===== src/rtl/nibble_demux_pkg.sv =====
// rtl/nibble_demux_pkg.sv - shared encodings and field positions for the nibble demux tile
package nibble_demux_pkg;

  typedef enum logic [1:0] {
    DEST_LO   = 2'b00,
    DEST_HI   = 2'b01,
    DEST_BOTH = 2'b10,
    DEST_PACK = 2'b11
  } dest_e;

  typedef enum logic {
    PACK_LO = 1'b0,
    PACK_HI = 1'b1
  } pack_state_e;

  localparam int UI_NIB_LSB  = 0;
  localparam int UI_NIB_MSB  = 3;
  localparam int UI_STROBE   = 4;
  localparam int UI_DEST_LSB = 5;
  localparam int UI_DEST_MSB = 6;
  localparam int UI_CLEAR    = 7;

  localparam int UIO_FLAG_LO    = 0;
  localparam int UIO_FLAG_HI    = 1;
  localparam int UIO_BYTE_READY = 2;
  localparam int UIO_PACK_STATE = 3;
  localparam int UIO_COUNT_LSB  = 4;
  localparam int UIO_COUNT_MSB  = 7;

endpackage


===== src/rtl/strobe_sync.sv =====
// rtl/strobe_sync.sv - two-flop synchronizer with rising-edge pulse for pin-driven strobes
module strobe_sync (
  input  logic clk,
  input  logic rst_n,
  input  logic async_in,
  output logic rise_pulse
);

  logic r_sync1;
  logic r_sync2;
  logic r_hist;

  // Flops reset to 0, so a strobe already high at reset release counts as one edge.
  always_ff @(posedge clk or negedge rst_n) begin
    if (!rst_n) begin
      r_sync1 <= 1'b0;
      r_sync2 <= 1'b0;
      r_hist  <= 1'b0;
    end else begin
      r_sync1 <= async_in;
      r_sync2 <= r_sync1;
      r_hist  <= r_sync2;
    end
  end

  assign rise_pulse = r_sync2 & ~r_hist;

endmodule


===== src/rtl/tt_um_nibble_demux.sv =====
// rtl/tt_um_nibble_demux.sv - nibble demultiplexer and byte packer TinyTapeout tile
module tt_um_nibble_demux
  import nibble_demux_pkg::*;
(
  input  logic [7:0] ui_in,
  output logic [7:0] uo_out,
  input  logic [7:0] uio_in,
  output logic [7:0] uio_out,
  output logic [7:0] uio_oe,
  input  logic       ena,
  input  logic       clk,
  input  logic       rst_n
);

  logic        w_wr;
  logic        w_clear;
  logic [3:0]  w_nib;
  dest_e       w_dest;
  logic        w_unused;

  logic [3:0]  r_lo;
  logic [3:0]  r_hi;
  logic        r_flag_lo;
  logic        r_flag_hi;
  logic        r_byte_ready;
  logic [3:0]  r_count;
  pack_state_e r_state;

  strobe_sync u_strobe_sync (
    .clk        (clk),
    .rst_n      (rst_n),
    .async_in   (ui_in[UI_STROBE]),
    .rise_pulse (w_wr)
  );

  assign w_clear  = ui_in[UI_CLEAR];
  assign w_nib    = ui_in[UI_NIB_MSB:UI_NIB_LSB];
  assign w_dest   = dest_e'(ui_in[UI_DEST_MSB:UI_DEST_LSB]);
  assign w_unused = &{1'b0, ena, uio_in};

  // Clear wins over a same-cycle write; the write is dropped, not deferred.
  always_ff @(posedge clk or negedge rst_n) begin
    if (!rst_n) begin
      r_lo         <= 4'h0;
      r_hi         <= 4'h0;
      r_flag_lo    <= 1'b0;
      r_flag_hi    <= 1'b0;
      r_byte_ready <= 1'b0;
      r_count      <= 4'h0;
      r_state      <= PACK_LO;
    end else if (w_clear) begin
      r_lo         <= 4'h0;
      r_hi         <= 4'h0;
      r_flag_lo    <= 1'b0;
      r_flag_hi    <= 1'b0;
      r_byte_ready <= 1'b0;
      r_count      <= 4'h0;
      r_state      <= PACK_LO;
    end else begin
      r_byte_ready <= 1'b0;
      if (w_wr) begin
        r_count <= r_count + 4'd1;
        case (w_dest)
          DEST_LO: begin
            r_lo      <= w_nib;
            r_flag_lo <= 1'b1;
            r_state   <= PACK_LO;
          end
          DEST_HI: begin
            r_hi      <= w_nib;
            r_flag_hi <= 1'b1;
            r_state   <= PACK_LO;
          end
          DEST_BOTH: begin
            r_lo      <= w_nib;
            r_hi      <= w_nib;
            r_flag_lo <= 1'b1;
            r_flag_hi <= 1'b1;
            r_state   <= PACK_LO;
          end
          DEST_PACK: begin
            if (r_state == PACK_LO) begin
              // Starting a new byte: stale flags go, low flag re-set by this write.
              r_lo      <= w_nib;
              r_flag_lo <= 1'b1;
              r_flag_hi <= 1'b0;
              r_state   <= PACK_HI;
            end else begin
              r_hi         <= w_nib;
              r_flag_hi    <= 1'b1;
              r_byte_ready <= 1'b1;
              r_state      <= PACK_LO;
            end
          end
          default: begin
            r_state <= PACK_LO;
          end
        endcase
      end
    end
  end

  assign uo_out  = {r_hi, r_lo};
  assign uio_out = {r_count, r_state, r_byte_ready, r_flag_hi, r_flag_lo};
  assign uio_oe  = 8'hFF;

endmodule


===== config.mk =====
export PLATFORM = sky130hd
export DESIGN_NAME = tt_um_nibble_demux
export DESIGN_NICKNAME = d
export VERILOG_FILES = /design/src/rtl/nibble_demux_pkg.sv /design/src/rtl/strobe_sync.sv /design/src/rtl/tt_um_nibble_demux.sv
export SDC_FILE = /design/constraint.sdc
export NUM_CORES = 1
export LEC_CHECK = 0
export CELL_PAD_IN_SITES_DETAIL_PLACEMENT = 1
export CELL_PAD_IN_SITES_GLOBAL_PLACEMENT = 1
export CORE_ASPECT_RATIO = 0.7
export CORE_MARGIN = 1
export CORE_UTILIZATION = 30
export DETAILED_ROUTE_END_ITERATION = 12
export GPL_TIMING_DRIVEN = 0
export PLACE_DENSITY = 0.85
export SYNTH_ARGS = -nofsm -noshare
export SYNTH_HDL_FRONTEND = slang
export SYNTH_HIERARCHICAL = 1
export SYNTH_SLANG_ARGS = --single-unit

===== constraint.sdc =====
create_clock -name clk -period 1.48 [get_ports clk]
set_input_delay 0.148 -clock clk [delete_from_list [all_inputs] [get_ports clk]]
set_output_delay 0.148 -clock clk [all_outputs]
set_load 0.05 [all_outputs]

* Yosys cells after proc, flatten, opt, wreduce, memory -nomap -nowiden
Index checks and enable logic that the tools add are counted.
Cells by class: add/sub/neg operators 1, eq/ne operators 5, multiplexer cells 25, bitwise gates (word level) 2, reductions and logical operators 10
Operator list (count):
- $mux W4 | 8
- $pmux W4 S2 | 2
- $mux W1 | 12
- $ne A3 B3 Y1 const B | 2
- $pmux W1 S2 | 3
- $reduce_and A3 Y1 | 2
- $reduce_bool A3 Y1 | 2
- $add A4 B1 Y4 const B | 1
- $eq A2 B2 Y1 const B | 2
- $reduce_or A2 Y1 | 2
- $reduce_or A3 Y1 | 1
- $eq A2 B1 Y1 const B | 1
- $logic_not A2 Y1 | 1
- $reduce_and A2 Y1 | 1
- $reduce_bool A2 Y1 | 1
- $and A1 B1 Y1 | 1
- $not A1 Y1 | 1
Storage, ports and cells: register bits after elaboration 19, bits of input ports 19, output and inout bits 24, logic and storage cells 53

* Logic depth before layout (Yosys ltp)
depth after elaboration 5, gate-level depth with buffers 5, mapped depth without buffers 5

* By module
The synthesis kept the hierarchy.
By module, submodules not included:
- tt_um_nibble_demux | times used 1, cells an instance 79, area each 868.3 µm², seq. area each 400.4 µm²
- strobe_sync | times used 1, cells an instance 4, area each 88.8 µm², seq. area each 75.1 µm²

* Worst setup path after synthesis
OpenSTA, ideal clock, no wires.
kind reg-to-reg, from register r_count[0], to register r_count[1], setup time 128 ps, arrival time 1133 ps, data required time 1352 ps, setup slack 219 ps, stages on the path, launching flop included 4, buffers on the path 0, period minus slack after synthesis 1261 ps, cell sequence dfrtp_1 ha_1 mux2i_1 nor2_1
Between the ends: longest elaborated chain between the ends 3
Ends and longest elaborated chain:
- start: declaration | RTL line tt_um_nibble_demux.sv:26 | logic [3:0] r_count;
- start signal: assignment | RTL line tt_um_nibble_demux.sv:62 | r_count <= r_count + 4'd1;
- $add A4 B1 Y4 | RTL line tt_um_nibble_demux.sv:62
- $mux W4 | RTL line tt_um_nibble_demux.sv:61 | if (w_wr) begin
- $mux W4 | RTL line tt_um_nibble_demux.sv:51 | end else if (w_clear) begin
Every way passes these cells. The select of a mux whose other input is x is not followed. A chain may end at the register's enable or synchronous reset.

* Final worst setup path
from input port ui_in[5], to register r_hi[0]
Between the ends: longest elaborated chain between the ends 5, elaborated cells between the ends (all ways) 10, classes of those cells eq/ne (4); mux (3); reduce/logical (3)
Ends and longest elaborated chain:
- start: declaration | RTL line tt_um_nibble_demux.sv:5 | input logic [7:0] ui_in,
- $eq A2 B2 Y1 or $eq A2 B1 Y1 (tied branches) | RTL line tt_um_nibble_demux.sv:63 | case (w_dest)
- $reduce_or A2 Y1 (no source line)
- $pmux W4 S2 | RTL line tt_um_nibble_demux.sv:63
- $mux W4 | RTL line tt_um_nibble_demux.sv:61
- $mux W4 | RTL line tt_um_nibble_demux.sv:51
- end signal: assignment | RTL line tt_um_nibble_demux.sv:70 | r_hi <= w_nib;
- end signal: assignment | RTL line tt_um_nibble_demux.sv:76 | r_hi <= w_nib;
- end signal: assignment | RTL line tt_um_nibble_demux.sv:89 | r_hi <= w_nib;
- end: declaration | RTL line tt_um_nibble_demux.sv:22 | logic [3:0] r_hi;
Several ways; a longest one is shown, not always the timed one. The select of a mux whose other input is x is not followed.

==> results.cfg <==
[worst_setup_path]
crit_path_max_incr_delay_ns = 0.50
cp_max_fo = 4
worstSetupStartpointType = primary input
critPathRequiredTime_ns = 1.62
worst_setup_path_end_kind = flop
crit_type = in2reg
path_cells = clkdlybuf4s50_1 -> inv_1 -> ha_4 -> mux2_4 -> nor2b_4 -> a22o_1
arrival_ns = 1.58
critical_path_buf_inv_count = 2
critPathTopFamily = buffers and inverters
worst_path_max_delay_cell = clkdlybuf4s50_1

[sta]
max_slew_margin_pct = 44.6
finalCritPeriodShare_pct = 97.0
skew_ns = 0.00398
fmax_mhz = 697
drv_slew = 0
setup_viol = 0
hold_ws_ns = 0.337
period_needed_ns = 1.43
rsz0062_at_grt = false
tightest_slew_ns = 0.828
hold_violations = 0

[logic_synthesis]
synth_cell_type_count = 24
synth-seq-cells = 19
syn_area_per_cell_um2 = 11.5
syn_inst = 83
yosysSeqAreaShare_pct = 49.7
yosys_warnings = 6
netlist_area_um2 = 957

[cts]
cts_tree = yes
clock_latency_ns = 0.26
numClockSinks = 19
post_cts_buffers = 0
clk_path_buf_depth = 2
htree_levels = 1
cts_root_buf = clkbuf_8
clk_pin_slew_ns = 0.07
cts_buffers = 3

[pwr]
p_switching_mw = 0.348
seqPwrFrac_pct = 47.0
clkPwrFrac_pct = 30.0
leakagePower_nw = 0.678
combinationalPowerShare_pct = 23.0
powerDensity_nw_per_um2 = 888
power_mw = 1.18
ir_drop_v = 0.000541
power.internal_mw = 0.830
swShare_pct = 29.5

[die]
initial_core_util_pct = 33.0
io_pins = 43
fp-row-count = 16
die_w_um = 69.5
core_um2 = 2900
die_h_um = 49.3
dieArea_um2 = 3420

[routing]
final_antenna_net_count = 0
drc = 0
vias = 681
drtIter0Drc = 4
first_pass_iters = 4
wl_per_cell_um = 12.8
viasPerCell = 4.39
routed_wl_um = 1990

[grt]
grt_pass1_wl_um = 3470
grt_overflow = 0
grt_use_total_pct = 13.1
grt_pass1_vias = 731
grt_max_degree = 20
antenna_found_initial = 0

[cells_and_area]
nets = 143
reg_top3 = r_count x4, r_hi x4, r_lo x4
final_cell_mix = 19 x dfrtp_1, 16 x dlygate4sd2_1, 12 x buf_4, 11 x nand2b_1
utilization_pct = 45.7
drive_gt1_share_pct = 20.2
layout_commonest_cell = dfrtp_1
antenna_cells = 0
synthToLayoutAreaGrowth_pct = 38.6

[placement]
port_buffers = 25
gp_congestion = 0.693
hpwl_um = 1550

[outcome]
status = finished clean

[run]
cap_violations = 0

[hold_path]
hp-class = in2reg
==> what timing repair did <==
| action | 4_1_cts | 5_1_grt |
|---|---|---|
| pin swaps | 1 | 0 |
| endpoints found under the setup margin | 20 | 2 |
| hold buffers | 0 | 0 |
| gates resized for setup | 19 | 2 |
==> cell usage after synthesis <==
cell	n	area (µm²)
a21oi_2	1	8.76
clkbuf_1	1	3.75
dfrtp_1	19	475
nand3b_1	1	7.51
buf_4	12	90.1
xor2_1	2	17.5
inv_1	3	11.3
nand4_1	1	6.26
buf_6	1	11.3
conb_1	1	3.75
nand2_1	2	7.51
o311a_1	1	10.0
a22o_1	4	35.0
buf_2	1	5.00
o21ai_0	1	5.00
nor2b_4	2	27.5
a21oi_1	2	10.0
o21ba_2	1	10.0
ha_1	4	50.1
mux2i_1	5	50.1
xnor2_1	1	8.76
mux2_4	1	15.0
nand2b_1	11	68.8
nor2_1	5	18.8
==> worst paths after layout <==
check | startpoint | slack [ns] | end | cells past startpoint
max in group asynchronous | rst_n | 0.60 | r_count[1] | 1
worst max-delay path | ui_in[5] | 0.05 | r_hi[0] | 6
worst max register to register | u_strobe_sync/r_hist | 0.13 | r_lo[0] | 5
worst min-delay path | ui_in[4] | 0.34 | u_strobe_sync/r_sync1 | 1
min in group asynchronous | rst_n | 0.37 | r_lo[0] | 1
worst min register to register | u_strobe_sync/r_sync1 | 0.36 | u_strobe_sync/r_sync2 | 0
==> through the flow <==
stage          area (µm²)  TNS, ns  setup slack, ns  std cells
5_1_grt              1330        0          0.00541        155
3_3_place_gp         1280    -1.60           -0.218        151
6_report             1330        0           0.0451        155
3_5_place_dp         1280    -2.20           -0.330        151
2_1_floorplan         983        0            0.219         90
4_1_cts              1320        0           0.0174        155
==> cell families after synthesis <==
group / Yosys count / synth area share, %
other: 1 / 0.392
xor gates and xnor gates: 3 / 2.75
buffers and inverters: 18 / 12.7
adders and majority gates: 4 / 5.23
and+or+nand+nor: 22 / 14.3
DFF: 19 / 49.7
AOI/OAI and AO/OA: 10 / 8.23
muxes: 6 / 6.80
==> final cells by class <==
class,count,area [µm²]
fillers,324,1580
repair buffers,25,230
inverters,3,11.3
flip-flops and latches,19,475
multi-input cells,53,409
clock buffers,4,45.0
plain buffers,15,110
well taps,36,45.0
==> per-layer routing <==
| layer | part of all wire, % | up-vias | GRT usage (%) |
|---|---|---|---|
| li1 | - | 323 | - |
| met1 | 41 | 334 | 14.4 |
| met2 | 51 | 22 | 23.6 |
| met3 | 6.3 | 2 | 4.75 |
| met4 | 0.65 | 0 | 4.08 |
| met5 | 0 | - | 0 |
==> power groups by stage <==
stage               Combinational, mW  Clock, mW  Sequential [mW]
floorplan                       0.148          0            0.603
global placement                0.269          0            0.563
detailed placement              0.277          0            0.564
CTS                             0.272      0.364            0.554
global route                    0.289      0.384            0.556
finish                          0.271      0.354            0.553
No activity file was read; power rests on OpenSTA's default activity.
